File: config.mk
export PLATFORM = sky130hd
export DESIGN_NAME = ps2_host_tx
export DESIGN_NICKNAME = d
export VERILOG_FILES = /design/src/rtl/ps2_host_tx_pkg.sv /design/src/rtl/ps2_host_tx_line_filter.sv /design/src/rtl/ps2_host_tx.sv
export SDC_FILE = /design/constraint.sdc
export NUM_CORES = 1
export LEC_CHECK = 0
export BUFFER_PORTS_ARGS = -buffer_cell sky130_fd_sc_hd__buf_2
export CORE_MARGIN = 4
export CORE_UTILIZATION = 57
export DETAILED_ROUTE_END_ITERATION = 10
export GPL_TIMING_DRIVEN = 0
export PLACE_DENSITY_LB_ADDON = 0.15
export SYNTH_ARGS = -nofsm -noshare
export SYNTH_HDL_FRONTEND = slang
export SYNTH_HIERARCHICAL = 1
export SYNTH_SLANG_ARGS = --single-unit
export TNS_END_PERCENT = 5
File: constraint.sdc
create_clock -name clk -period 5.8 [get_ports clk]
set_input_delay 0.29 -clock clk [delete_from_list [all_inputs] [get_ports clk]]
set_output_delay 0.29 -clock clk [all_outputs]
set_load 0.03 [all_outputs]
File: src/rtl/ps2_host_tx_pkg.sv
// Shared definitions for the PS/2 host-to-device transmitter:
// FSM state encoding, common keyboard command bytes, bit-position
// markers within a frame, and the odd-parity helper.
package ps2_host_tx_pkg;

  typedef enum logic [2:0] {
    ST_IDLE,
    ST_INHIBIT,
    ST_RTS,
    ST_SHIFT,
    ST_WAIT_IDLE,
    ST_DONE,
    ST_ERROR
  } ps2_tx_state_e;

  localparam logic [7:0] PS2_CMD_SET_LEDS = 8'hED;
  localparam logic [7:0] PS2_CMD_ENABLE   = 8'hF4;
  localparam logic [7:0] PS2_CMD_RESET    = 8'hFF;

  // Device clock falling-edge numbers within one frame
  localparam logic [3:0] EDGE_LAST_DATA = 4'd8;
  localparam logic [3:0] EDGE_PARITY    = 4'd9;
  localparam logic [3:0] EDGE_STOP      = 4'd10;
  localparam logic [3:0] EDGE_ACK       = 4'd11;

  // Extra attempts allowed when retry support is built in
  localparam logic [1:0] MAX_RETRIES = 2'd2;

  function automatic logic odd_parity(input logic [7:0] d);
    return ~^d;
  endfunction

endpackage

File: src/rtl/ps2_host_tx_line_filter.sv
// ps2_line_filter: conditions one raw PS/2 line. Two-flop synchronizer,
// then a level filter that accepts a new level only after FILTER_LEN
// consecutive identical samples, plus a one-cycle strobe on a filtered
// 1->0 transition. Idle (released) lines read high, so everything
// resets to 1.
module ps2_line_filter
  import ps2_host_tx_pkg::*;
#(
  parameter int FILTER_LEN = 8
) (
  input  logic clk,
  input  logic reset_n,
  input  logic line_async,
  output logic level,
  output logic fall
);

  localparam int CW = $clog2(FILTER_LEN + 1);

  logic          sync1_q, sync2_q;
  logic          level_q, level_d;
  logic          fall_q, fall_d;
  logic [CW-1:0] cnt_q, cnt_d;

  // Count consecutive samples that disagree with the accepted level; flip on the last one
  always_comb begin
    level_d = level_q;
    cnt_d   = '0;
    if (sync2_q != level_q) begin
      if (cnt_q == CW'(FILTER_LEN - 1)) begin
        level_d = sync2_q;
      end else begin
        cnt_d = cnt_q + 1'b1;
      end
    end
    fall_d = level_q & ~level_d;
  end

  // Synchronizer, filter state and edge strobe registers
  always_ff @(posedge clk or negedge reset_n) begin
    if (!reset_n) begin
      sync1_q <= 1'b1;
      sync2_q <= 1'b1;
      level_q <= 1'b1;
      fall_q  <= 1'b0;
      cnt_q   <= '0;
    end else begin
      sync1_q <= line_async;
      sync2_q <= sync1_q;
      level_q <= level_d;
      fall_q  <= fall_d;
      cnt_q   <= cnt_d;
    end
  end

  assign level = level_q;
  assign fall  = fall_q;

endmodule

File: src/rtl/ps2_host_tx.sv
// ps2_host_tx: PS/2 host-to-device command transmitter.
// Inhibits the bus, issues request-to-send, then shifts out start, 8 data
// bits LSB first, odd parity and stop on device clock falling edges, and
// samples the device ACK on the 11th edge. Lines are driven open-drain via
// pull-low enables. Optional macro PS2_TX_RETRY_EN re-sends a NACKed or
// timed-out frame up to two more times before reporting the error.
module ps2_host_tx
  import ps2_host_tx_pkg::*;
#(
  parameter int CLK_HZ         = 50000000,
  parameter int INHIBIT_CYCLES = 5000,
  parameter int SETUP_CYCLES   = 50,
  parameter int TIMEOUT_CYCLES = 750000,
  parameter int FILTER_LEN     = 8
) (
  input  logic       clk,
  input  logic       reset_n,
  input  logic       ps2_clk_async,
  input  logic       ps2_data_async,
  output logic       ps2_clk_oe,
  output logic       ps2_data_oe,
  input  logic [7:0] tx_data,
  input  logic       tx_valid,
  output logic       tx_ready,
  output logic       tx_done,
  output logic       tx_error,
  output logic       busy
);

  localparam int CNT_MAX = (INHIBIT_CYCLES > SETUP_CYCLES) ? INHIBIT_CYCLES : SETUP_CYCLES;
  localparam int CNT_W   = $clog2(CNT_MAX + 1);
  localparam int TO_W    = $clog2(TIMEOUT_CYCLES + 1);

  localparam logic [CNT_W-1:0] INH_LAST   = CNT_W'(INHIBIT_CYCLES - 1);
  localparam logic [CNT_W-1:0] SETUP_LAST = CNT_W'(SETUP_CYCLES - 1);
  localparam logic [TO_W-1:0]  TO_LAST    = TO_W'(TIMEOUT_CYCLES - 1);

  // The cycle-count parameters assume a clock of at least 1 MHz
  if (CLK_HZ < 1000000) begin : g_clk_check
    $error("ps2_host_tx: CLK_HZ too low for PS/2 timing");
  end

  logic clk_lvl, clk_fall, dat_lvl;

  ps2_line_filter #(.FILTER_LEN(FILTER_LEN)) u_clk_filter (
    .clk        (clk),
    .reset_n    (reset_n),
    .line_async (ps2_clk_async),
    .level      (clk_lvl),
    .fall       (clk_fall)
  );

  ps2_line_filter #(.FILTER_LEN(FILTER_LEN)) u_dat_filter (
    .clk        (clk),
    .reset_n    (reset_n),
    .line_async (ps2_data_async),
    .level      (dat_lvl),
    .fall       ()
  );

  ps2_tx_state_e    state_q, state_d;
  logic [CNT_W-1:0] cnt_q, cnt_d;
  logic [TO_W-1:0]  to_q, to_d;
  logic [3:0]       edge_q, edge_d, edge_nx;
  logic [7:0]       byte_q, byte_d;
  logic             par_q, par_d;
  logic             nack_q, nack_d;
  logic             clk_oe_q, clk_oe_d;
  logic             data_oe_q, data_oe_d;
  logic             done_q, done_d;
  logic             error_q, error_d;
  logic             ready_q, ready_d;
  logic             busy_q, busy_d;
  logic             retry_ok;

`ifdef PS2_TX_RETRY_EN
  logic [1:0]       retry_q, retry_d;
  assign retry_ok = (retry_q != MAX_RETRIES);
`else
  assign retry_ok = 1'b0;
`endif

  // Next-state and next-output logic for the transmit sequencer
  always_comb begin
    state_d   = state_q;
    cnt_d     = cnt_q;
    to_d      = to_q;
    edge_d    = edge_q;
    byte_d    = byte_q;
    par_d     = par_q;
    nack_d    = nack_q;
    clk_oe_d  = clk_oe_q;
    data_oe_d = data_oe_q;
    done_d    = 1'b0;
    error_d   = error_q;
`ifdef PS2_TX_RETRY_EN
    retry_d   = retry_q;
`endif
    edge_nx   = edge_q + 4'd1;

    case (state_q)
      ST_IDLE: begin
        if (tx_valid && ready_q) begin
          byte_d   = tx_data;
          par_d    = odd_parity(tx_data);
          error_d  = 1'b0;
          nack_d   = 1'b0;
          cnt_d    = '0;
          clk_oe_d = 1'b1;
          state_d  = ST_INHIBIT;
`ifdef PS2_TX_RETRY_EN
          retry_d  = 2'd0;
`endif
        end
      end

      ST_INHIBIT: begin
        if (cnt_q == INH_LAST) begin
          cnt_d     = '0;
          data_oe_d = 1'b1;
          state_d   = ST_RTS;
        end else begin
          cnt_d = cnt_q + 1'b1;
        end
      end

      ST_RTS: begin
        if (cnt_q == SETUP_LAST) begin
          cnt_d    = '0;
          clk_oe_d = 1'b0;
          edge_d   = '0;
          to_d     = '0;
          state_d  = ST_SHIFT;
        end else begin
          cnt_d = cnt_q + 1'b1;
        end
      end

      ST_SHIFT: begin
        // A falling edge takes priority over a coincident timeout
        if (clk_fall) begin
          to_d   = '0;
          edge_d = edge_nx;
          if (edge_nx <= EDGE_LAST_DATA) begin
            data_oe_d = ~byte_q[edge_q[2:0]];
          end else if (edge_nx == EDGE_PARITY) begin
            data_oe_d = ~par_q;
          end else if (edge_nx == EDGE_STOP) begin
            data_oe_d = 1'b0;
          end else begin
            nack_d    = dat_lvl;
            data_oe_d = 1'b0;
            state_d   = ST_WAIT_IDLE;
          end
        end else if (to_q == TO_LAST) begin
          clk_oe_d  = 1'b0;
          data_oe_d = 1'b0;
          state_d   = ST_ERROR;
        end else begin
          to_d = to_q + 1'b1;
        end
      end

      ST_WAIT_IDLE: begin
        if (clk_lvl && dat_lvl) begin
          state_d = ST_DONE;
        end else if (clk_fall) begin
          to_d = '0;
        end else if (to_q == TO_LAST) begin
          clk_oe_d  = 1'b0;
          data_oe_d = 1'b0;
          state_d   = ST_ERROR;
        end else begin
          to_d = to_q + 1'b1;
        end
      end

      ST_DONE: begin
        if (nack_q && retry_ok) begin
`ifdef PS2_TX_RETRY_EN
          retry_d = retry_q + 2'd1;
`endif
          cnt_d     = '0;
          nack_d    = 1'b0;
          clk_oe_d  = 1'b1;
          data_oe_d = 1'b0;
          state_d   = ST_INHIBIT;
        end else begin
          done_d  = 1'b1;
          error_d = nack_q;
          state_d = ST_IDLE;
        end
      end

      ST_ERROR: begin
        clk_oe_d  = 1'b0;
        data_oe_d = 1'b0;
        if (clk_lvl && dat_lvl) begin
          if (retry_ok) begin
`ifdef PS2_TX_RETRY_EN
            retry_d = retry_q + 2'd1;
`endif
            cnt_d    = '0;
            nack_d   = 1'b0;
            clk_oe_d = 1'b1;
            state_d  = ST_INHIBIT;
          end else begin
            done_d  = 1'b1;
            error_d = 1'b1;
            state_d = ST_IDLE;
          end
        end
      end

      default: begin
        clk_oe_d  = 1'b0;
        data_oe_d = 1'b0;
        state_d   = ST_IDLE;
      end
    endcase

    ready_d = (state_d == ST_IDLE) && clk_lvl && dat_lvl;
    busy_d  = (state_d != ST_IDLE);
  end

  // State, datapath and registered outputs; reset releases both lines at once
  always_ff @(posedge clk or negedge reset_n) begin
    if (!reset_n) begin
      state_q   <= ST_IDLE;
      cnt_q     <= '0;
      to_q      <= '0;
      edge_q    <= '0;
      byte_q    <= '0;
      par_q     <= 1'b0;
      nack_q    <= 1'b0;
      clk_oe_q  <= 1'b0;
      data_oe_q <= 1'b0;
      done_q    <= 1'b0;
      error_q   <= 1'b0;
      ready_q   <= 1'b0;
      busy_q    <= 1'b0;
`ifdef PS2_TX_RETRY_EN
      retry_q   <= 2'd0;
`endif
    end else begin
      state_q   <= state_d;
      cnt_q     <= cnt_d;
      to_q      <= to_d;
      edge_q    <= edge_d;
      byte_q    <= byte_d;
      par_q     <= par_d;
      nack_q    <= nack_d;
      clk_oe_q  <= clk_oe_d;
      data_oe_q <= data_oe_d;
      done_q    <= done_d;
      error_q   <= error_d;
      ready_q   <= ready_d;
      busy_q    <= busy_d;
`ifdef PS2_TX_RETRY_EN
      retry_q   <= retry_d;
`endif
    end
  end

  assign ps2_clk_oe  = clk_oe_q;
  assign ps2_data_oe = data_oe_q;
  assign tx_ready    = ready_q;
  assign tx_done     = done_q;
  assign tx_error    = error_q;
  assign busy        = busy_q;

endmodule

---- Word-level counts from Yosys, hierarchy flattened ----
Index checks and enable logic that the tools add are counted.
word-level totals
  bits in registers ....................... 71
  bits in latches ......................... 0
  RAM bits ................................ 0
  ROM bits ................................ 0
  input port bits ......................... 13
  output and inout port bits .............. 6
  logic and storage cells ................. 140
  memories kept ........................... 0
cells by class
  add/sub/neg operators ................... 5
  multipliers ............................. 0
  div/mod/pow operators ................... 0
  magnitude comparators ................... 2
  eq/ne operators ......................... 25
  shifts and indexed selects .............. 0
  mux-type cells .......................... 56
  bitwise gates (word level) .............. 6
  reductions and logical operators ........ 24
operators by type and width
  cell                                                   count
  2-to-1 mux 20 bit                                      4
  one-hot mux 20 bit (3 select lines)                    1
  2-to-1 mux 13 bit                                      3
  one-hot mux 13 bit (3 select lines)                    1
  2-to-1 mux 3 bit                                       11
  2-to-1 mux 4 bit                                       6
  2-to-1 mux 1 bit                                       22
  adder 20 x 1 -> 20 bit (second input constant)         1
  equality test 20 bit (second input constant)           1
  != test 2 bit (second input constant)                  9
  one-hot mux 3 bit (6 select lines)                     1
  adder 13 x 1 -> 13 bit (second input constant)         1
  equality test 13 bit (second input constant)           1
  equality test 13 x 6 -> 1 bit (second input constant)  1
  adder 4 x 1 -> 4 bit (second input constant)           3
  nonzero test 3 bit                                     4
  equality test 3 bit (second input constant)            3
  AND reduction 3 bit                                    3
  equality test 4 x 3 -> 1 bit (second input constant)   2
  equality test 4 bit (second input constant)            2
  one-hot mux 4 bit (2 select lines)                     1
  AND reduction 4 bit                                    2
  XNOR reduction 8 bit                                   1
  equality test 3 x 2 -> 1 bit (second input constant)   2
  19 further kinds                                       32

---- Longest topological paths before layout ----
Gate-level depths: netlist of run 1.
  depth in word-level cells ............... 10
  gate-level depth with buffers ........... 8
  mapped depth without buffers ............ 7

---- Hierarchy ----
Netlist of run 1, hierarchy kept.
by module, submodules not included
  module           times used  cells an instance  area an instance (sq um)  seq. area each (sq um)
  ps2_host_tx      1           361                3,358.2                   1,401.3
  ps2_line_filter  2           21                 311.5                     203.9

---- Worst setup path before layout of run 1 ----
No wires, ideal clock.
  path kind ............................... register -> register
  from .................................... reg, netlist name cnt_q[3]
  to ...................................... reg to_q[18]
  library setup time ...................... 0.078 ns
  arrival time ............................ 2.391 ns
  data required time ...................... 5.722 ns
  path slack .............................. 3.331 ns
  stages on the path, launching flop included .. 7
  buffers on the path ..................... 1
  clock period less this slack ............ 2.469 ns
  cells stage by stage .................... dfrtp_1 buf_6 or4_4 or3_4 a211o_1 or4_1 a21oi_1
RTL lines
  item                  line                text
  end signal, assigned  ps2_host_tx.sv:248  to_q <= to_d;
  end, declared         ps2_host_tx.sv:63   logic [TO_W-1:0] to_q, to_d;

---- Final worst setup path of run 1 ----
  from .................................... reg state_q[0]
  to ...................................... reg to_q[15]
on the way
  word-level cells in the longest chain between the ends .. 3
  elaborated cells on any way between the ends .. 8
  classes of those cells .................. eq/ne (5); mux (1); reduce/logical (2)
ends and longest elaborated chain
  item                                                                         line                text
  start, declared                                                              ps2_host_tx.sv:61   ps2_tx_state_e state_q, state_d;
  start signal, assigned                                                       ps2_host_tx.sv:246  state_q <= state_d;
  equality test 3 bit / equality test 3 x 2 -> 1 bit (equally long branches)   ps2_host_tx.sv:101  case (state_q)
  != test 2 bit (no source line) / nonzero test 3 bit (equally long branches)  -
  AND reduction 3 bit (no source line)                                         -
Several ways; a longest one is shown, not always the timed one.
A chain may end at the register's enable or synchronous reset.

==> summary.md, run 1 <==
| Metric | Value |
|---|---|
| Status | complete, no violations |
| Post-synthesis cell count | 401 |
| Type of origin of the critical path | register |
| Final hold vios | 0 |
| Finish-stage setup viols | 0 |
| Final Util | between 60% and 70% |
| Via density | 6.21 |
| CTS tree | yes |
| Starting Density | between 50% and 60% |
| Mapped cell area | ~3900 um^2 |
| Hold_buf cts | 0 |
| Most common cell after layout, fill and taps aside | dfrtp_1 |
| DRT Pass-1 Iters | 5 |
| Max clock buf depth | 2 |
| Syn Nets | roughly 420 |
| Die Wd | between 90 and 100 um |
| Drt drc | 0 |
| Peak-usage layer in the global routing report | met2 |
| Clock Skew | ~0.012 ns |
| VDD IR max | just over 0.2 mV |
| Fin crit share | between 50% and 60% |
| Clk_lat worst skew | between 0.3 and 0.4 ns |
| CTS clk-pin slew, worst paths | approximately 0.09 ns |
| Initial antenna violation count | 0 |
| WL final | 8280 um |
| Number of H-tree levels | 3 |
| Layout cells sized above 1 | between 10% and 20% |
| Postcts setup bufs | 0 |
| Rows | 30 |
| CTS Sinks | slightly above 70 |
| Area grow syn2layout | 10.1% |
| Max Cap Violations | 0 |
| # port buffers | 18 |
| Slew margin rel. | 26.5% |
| RSZ-0062 raised after global routing | false |
| Non-filler cells, final | just over 500 |
| Die ar. | around 8300 um^2 |
| Power Total | between 1000 and 1500 uW |
| Worst slew pin tran | about 1.1 ns |
| Leak | about 0.0019 uW |
| RD Place Congestion | slightly below 0.9 |
| GRT Util Overall | a little over a fifth |
| Post-CTS sizing | 0 |
| Layout net count | between 400 and 500 |
| Drt wl/cell | about 16 um |
| DR iter-0 viols | about 270 |
| Clk root buf | clkbuf_8 |
| Vias in the first global route | between 3000 and 4000 |
| Met1 Track Usage GR | a little under a third |
| ANT nets after route | 0 |
| Syn Area/Cell | between 9 and 10 um^2 |
| Grt met3 use | 5.80% |
| CP Max Fanout | 10 |
| N_diodes | 0 |
| Endpoint class of the critical path | register |
| Most frequent cells in the layout | 65 x dfrtp_1, 29 x nor2_1, 23 x a21oi_1 |
| Sum Neg Setup Slack | 0 ns |
| Req. time, crit path | 6.08 ns |
| DP Wirelength | between 5000 and 6000 um |
| Global route total overflow | 0 |
| Routed vias | approximately 3200 |
| Crit path DAT | ~3.3 ns |
| Slew Limit Fails | 0 |
| Core Footprint | a little under 7000 um^2 |
| Largest net degree at the start of global routing | 72 |
| First-pass GRT wire length | ~15000 um |
| Worst min-delay path category | input port to asynchronous set/reset pin |
| Chip height | 91.2 um |
| Total number of yosys warnings | 6 |
| Top achievable clock speed | about 330 MHz |
| Fin crit period | between 3 and 4 ns |
| Crit Path Category | register to register |
| CTS buffer count | 9 |
| Number of I/O pins | 19 |
| P per Cell Area | roughly 240 nW/um^2 |
| # placed instances | 499 |
| Met2 Usage GRT | between 30% and 40% |
routing by layer:
layer / share of wire (%) / up-vias
met2: 48 / 64
met4: 1.2 / 0
met1: 46 / 1578
met5: 0 / -
met3: 5.0 / 11
li1: - / 1545
cell type report:
| type | instances | area (um^2) |
|---|---|---|
| repair buffers | 18 | 92.6 |
| multi-input cells | 302 | 2050 |
| clock buffers | 10 | 138 |
| clock inverters | 6 | 68.8 |
| fillers | 574 | 2410 |
| well taps | 80 | 100 |
| flip-flops and latches | 71 | 1780 |
| inverters | 12 | 45.0 |
| plain buffers | 16 | 68.8 |
stage by stage:
step                setup WS (ns)  area [um^2]  hold WS [ns]
floorplan                    3.33         3950      -0.00559
global placement             2.89         4140         0.346
detailed placement           2.82         4140         0.349
CTS                          2.81         4350        0.0203
global route                 2.48         4350        0.0151
finish                       2.76         4350        0.0228
state kept, by name, summed over array words and instances (netlist names), 3 cells and up:
signal              count
u_clk_filter/cnt_q      4
u_dat_filter/cnt_q      4
cnt_q                  13
edge_q                  4
to_q                   20
byte_q                  8
state_q                 3
worst max-delay path, stage by stage (launching register included):
cell	delay, ns
dfrtp_1	0.36
clkbuf_1	0.19
nor3b_1	0.92
nand3_1	0.24
o21ai_1	0.45
nor2_1	0.33
clkbuf_1	0.31
a21oi_1	0.18
path summary, 6_finish.rpt:
check | from | to | slack, ns | cells after the start
max | state_q[0] | to_q[15] | 2.76 | 7
min in group clk | ps2_clk_async | u_clk_filter/sync1_q | 0.04 | 1
min | reset_n | byte_q[0] | 0.02 | 1
max reg2reg | state_q[0] | to_q[15] | 2.76 | 7
min reg2reg | u_dat_filter/sync1_q | u_dat_filter/sync2_q | 0.36 | 0
max in group asynchronous | reset_n | state_q[0] | 5.16 | 1
power by group:
part | total [uW] | internal (uW) | switching (uW)
Sequential | 557 | 524 | 32.4
Combinational | 75.8 | 39.6 | 36.2
Clock | 410 | 212 | 197
Total | 1040 | 777 | 266
(Power assumes the default switching activity.)
==> inputs of run 2 (changes only) <==
--- a/config.mk
+++ b/config.mk
@@ -5,9 +5,10 @@
 export SDC_FILE = /design/constraint.sdc
 export NUM_CORES = 1
 export LEC_CHECK = 0
+export ABC_AREA = 1
 export BUFFER_PORTS_ARGS = -buffer_cell sky130_fd_sc_hd__buf_2
 export CORE_MARGIN = 4
-export CORE_UTILIZATION = 57
+export CORE_UTILIZATION = 56
 export DETAILED_ROUTE_END_ITERATION = 10
 export GPL_TIMING_DRIVEN = 0
 export PLACE_DENSITY_LB_ADDON = 0.15
==> constraint.sdc (replaced) <==
create_clock -name clk -period 2.53 [get_ports clk]
set_input_delay 0.1265 -clock clk [delete_from_list [all_inputs] [get_ports clk]]
set_output_delay 0.1265 -clock clk [all_outputs]
set_load 0.03 [all_outputs]
==> run 2 against run 1 <==
Net effect:
- first-iteration DRC count down 14%
- setup slack worse by 2.3 ns
- clock power rose to 2.9 times the previous value
- sequential share of layout area down 2.8 points
- synthesized cell count up 33%
- total power up 150%
- area after synthesis up 5.4%
- die area up 6.6%
- register-to-register slack worse by 2.3 ns
- critical endpoint is now to_q[13]
- wire length up 12%
==> summary.md, run 2 <==
| Metric | Value |
|---|---|
| WL final | 9250 um (+12%) |
| First-pass GRT wire length | 16300 um (+12%) |
| Die Wd | 94.2 um (+3.2%) |
| Slowest CP cell | dfrtp_1 |
| Finish-stage setup viols | 0 (unchanged) |
| Biggest registers after layout | to_q (20), cnt_q (13), byte_q (8) |
| Slew Limit Fails | 0 (unchanged) |
| Worst R2R End | to_q[13] |
| Reg2reg start | to_q[0] |
| Top achievable clock speed | 475 MHz (+45%) |
| Worst path cell trace | ha_1, nand3_2, nor3_1, nand3_1, nor3_2, nor2_4, buf_6, nand4_1, nand2_1 |
| Slowest cell delay on critical path | 0.47 ns (-0.45 ns) |
| Total number of yosys warnings | 6 (unchanged) |
| Endpoint class of the critical path | register |
| Hold Path Stages | 2 |
| Number of I/O pins | 19 (unchanged) |
| Hold EP | byte_q[4] |
| Worst reg2reg path depth | 9 (+2) |
| Post-CTS sizing | 0 (unchanged) |
| Starting Density | 57.4% (-1.1 points) |
| Reg-to-reg setup timing slack | 0.43 ns (-2.33 ns) |
| CP Max Fanout | 10 (unchanged) |
| Status | complete, no violations |
| Via density | 5.41 (-13%) |
| Leak | 0.00221 uW (+18%) |
| Core Footprint | 7250 um^2 (+7.4%) |
| Layout cells sized above 1 | 13.5% (-2.9 points) |
| Clk root buf | clkbuf_8 |
| Mapped cell area | 4160 um^2 (+5.4%) |
| Final hold vios | 0 (unchanged) |
| Post-route setup slack | 0.426 ns (-2.33 ns) |
| Cell Area, Placed | 4380 um^2 (+5.7%) |
| # port buffers | 18 (unchanged) |
| Worst min-delay path category | input port to register |
| Non-filler cells, final | 671 (+30%) |
| N_diodes | 0 (unchanged) |
| Fin crit period | 2.10 ns (-0.941 ns) |
| Max clock buf depth | 2 (unchanged) |
| Clock Skew | 0.0129 ns (+0.000517 ns) |
| Most common cell after layout, fill and taps aside | nand2_1 |
| Area grow syn2layout | 12.2% |
| Rows | 31 (+3.3%) |
| DP Wirelength | 6830 um (+17%) |
| Chip height | 94.2 um (+3.2%) |
| Post-route cell area | 4670 um^2 (+7.4%) |
| Worst slew pin tran | 0.873 ns (-0.227 ns) |
| # placed instances | 652 (+31%) |
| Drt drc | 0 (unchanged) |
| Crit path DAT | 2.33 ns (-0.99 ns) |
| CTS clk-pin slew, worst paths | 0.08 ns (about the same) |
| Die ar. | 8870 um^2 (+6.6%) |
| Req. time, crit path | 2.76 ns (-3.32 ns) |
| Number of H-tree levels | 3 (unchanged) |
| ANT nets after route | 0 (unchanged) |
| GRT Util Overall | 22.9% (+1.2 points) |
| CTS tree | yes |
| CTS Sinks | 71 (unchanged) |
| Total of fill cells in the finished design | 630 (+9.8%) |
| DR iter-0 viols | 232 (-14%) |
| Routed vias | 3628 (+13%) |
| Slew margin rel. | 41.8% (+15 points) |
| CTS buffer count | 9 (unchanged) |
| Most frequent cells in the layout | 107 x nand2_1, 65 x nor2_1, 65 x dfrtp_1 |
| P per Cell Area | 558 nW/um^2 (+130%) |
| DRT Pass-1 Iters | 5 (unchanged) |
| RSZ-0062 raised after global routing | false |
| Post-synthesis cell count | 535 (+33%) |
| Initial antenna violation count | 0 (unchanged) |
| RD Place Congestion | 0.961 (+9.8%) |
| Syn Nets | 557 (+32%) |
| Type of origin of the critical path | register |
| Sum Neg Setup Slack | 0 ns (unchanged) |
| Top reg by flops | to_q |
| Global route total overflow | 0 (unchanged) |
| Final Util | 64.4% (about the same) |
| Max Cap Violations | 0 (unchanged) |
| Clk_lat worst skew | 0.35 ns (about the same) |
| Drt wl/cell | 13.8 um (-14%) |
| Vias in the first global route | 3635 (+19%) |
| Crit Path Category | register to register |
| Max reg flops | 20 (unchanged) |
| Syn Area/Cell | 7.78 um^2 (-21%) |
| VDD IR max | 0.380 mV (+85%) |
| Pre-CTS setup slack | 0.462 ns (-2.36 ns) |
| Fin crit share | 83.2% (+31 points) |
| Largest net degree at the start of global routing | 72 (unchanged) |
| Layout net count | 589 (+30%) |
| HP Start | tx_data[4] |
-- run 2: cell count changes in the layout (fill, tap and decap cells not counted), sizes merged, moves of 8 or more --
cell / before / now
xor2: 6 / 16
xnor2: 18 / 6
or4: 9 / 0
inv: 13 / 67
nor3: 8 / 28
nor2: 29 / 69
or3: 8 / 0
nand2: 22 / 114
clkbuf: 24 / 12
mux2: 12 / 4
and3: 9 / 0
o21ai: 23 / 33
nand3: 18 / 51
-- run 2: metrics by stage --
step	power (uW)	hold slack, ns
after floorplan	1370	-0.169
after global placement	1420	0.233
after detailed placement	1440	0.234
after CTS	2630	0.0232
after global routing	2710	0.0176
final	2600	0.0328
-- run 2: final cells by class --
type                            instances  area (um^2)  share of cell area (%)
Buffer                                  8         62.6                    1.34
Timing Repair Buffer                   21          123                    2.63
Clock buffer                           10          128                    2.73
Sequential cell                        71         1780                    38.2
Inverter                               68          255                    5.47
Clock inverter                          6          134                    2.87
Multi-Input combinational cell        388         2060                    44.1
Tap cell                               99          124                    2.65
-- run 2: critical path: cells and delay by family, from the launching register on --
| family | cells | cell delay (ns) |
|---|---|---|
| adder cells (fa/ha/maj) | 1 | 0.28 |
| buffers and inverters | 1 | 0.15 |
| flip-flops | 1 | 0.47 |
| AND/OR/NAND/NOR | 7 | 1.08 |
-- run 2: worst max-delay path by stage --
stage	start	end	slack (ns)	depth (start not counted)
2_1_floorplan	to_q[0]	to_q[19]	0.82	9
3_3_place_gp	cnt_q[0]	cnt_q[8]	0.48	8
6_report	to_q[0]	to_q[13]	0.43	9
3_5_place_dp	to_q[0]	to_q[2]	0.46	9
4_1_cts	cnt_q[0]	cnt_q[8]	0.44	8
5_1_grt	to_q[0]	tx_ready	0.14	9
-- run 2: layer usage --
layer / vias up / track usage, % / part of all wire [%]
li1: 1822 / - / -
met1: 1713 / 28.9 / 45
met2: 82 / 39.7 / 49
met3: 11 / 5.45 / 4.4
met4: 0 / 5.66 / 1.3
met5: - / 0 / 0
-- run 2: power by group --
group | switching (uW) | leakage (uW) | total (uW) | internal (uW)
sequential | 52.8 | 0.000893 | 1250 | 1190
combinational | 94.9 | 0.00119 | 170 | 74.7
clock | 431 | 0.000130 | 1190 | 755
-- run 2: repair_timing --
action                                 in CTS  in global routing
buffers inserted                            0                  0
hold buffers                                3                  0
endpoints found under the hold margin      67                  0
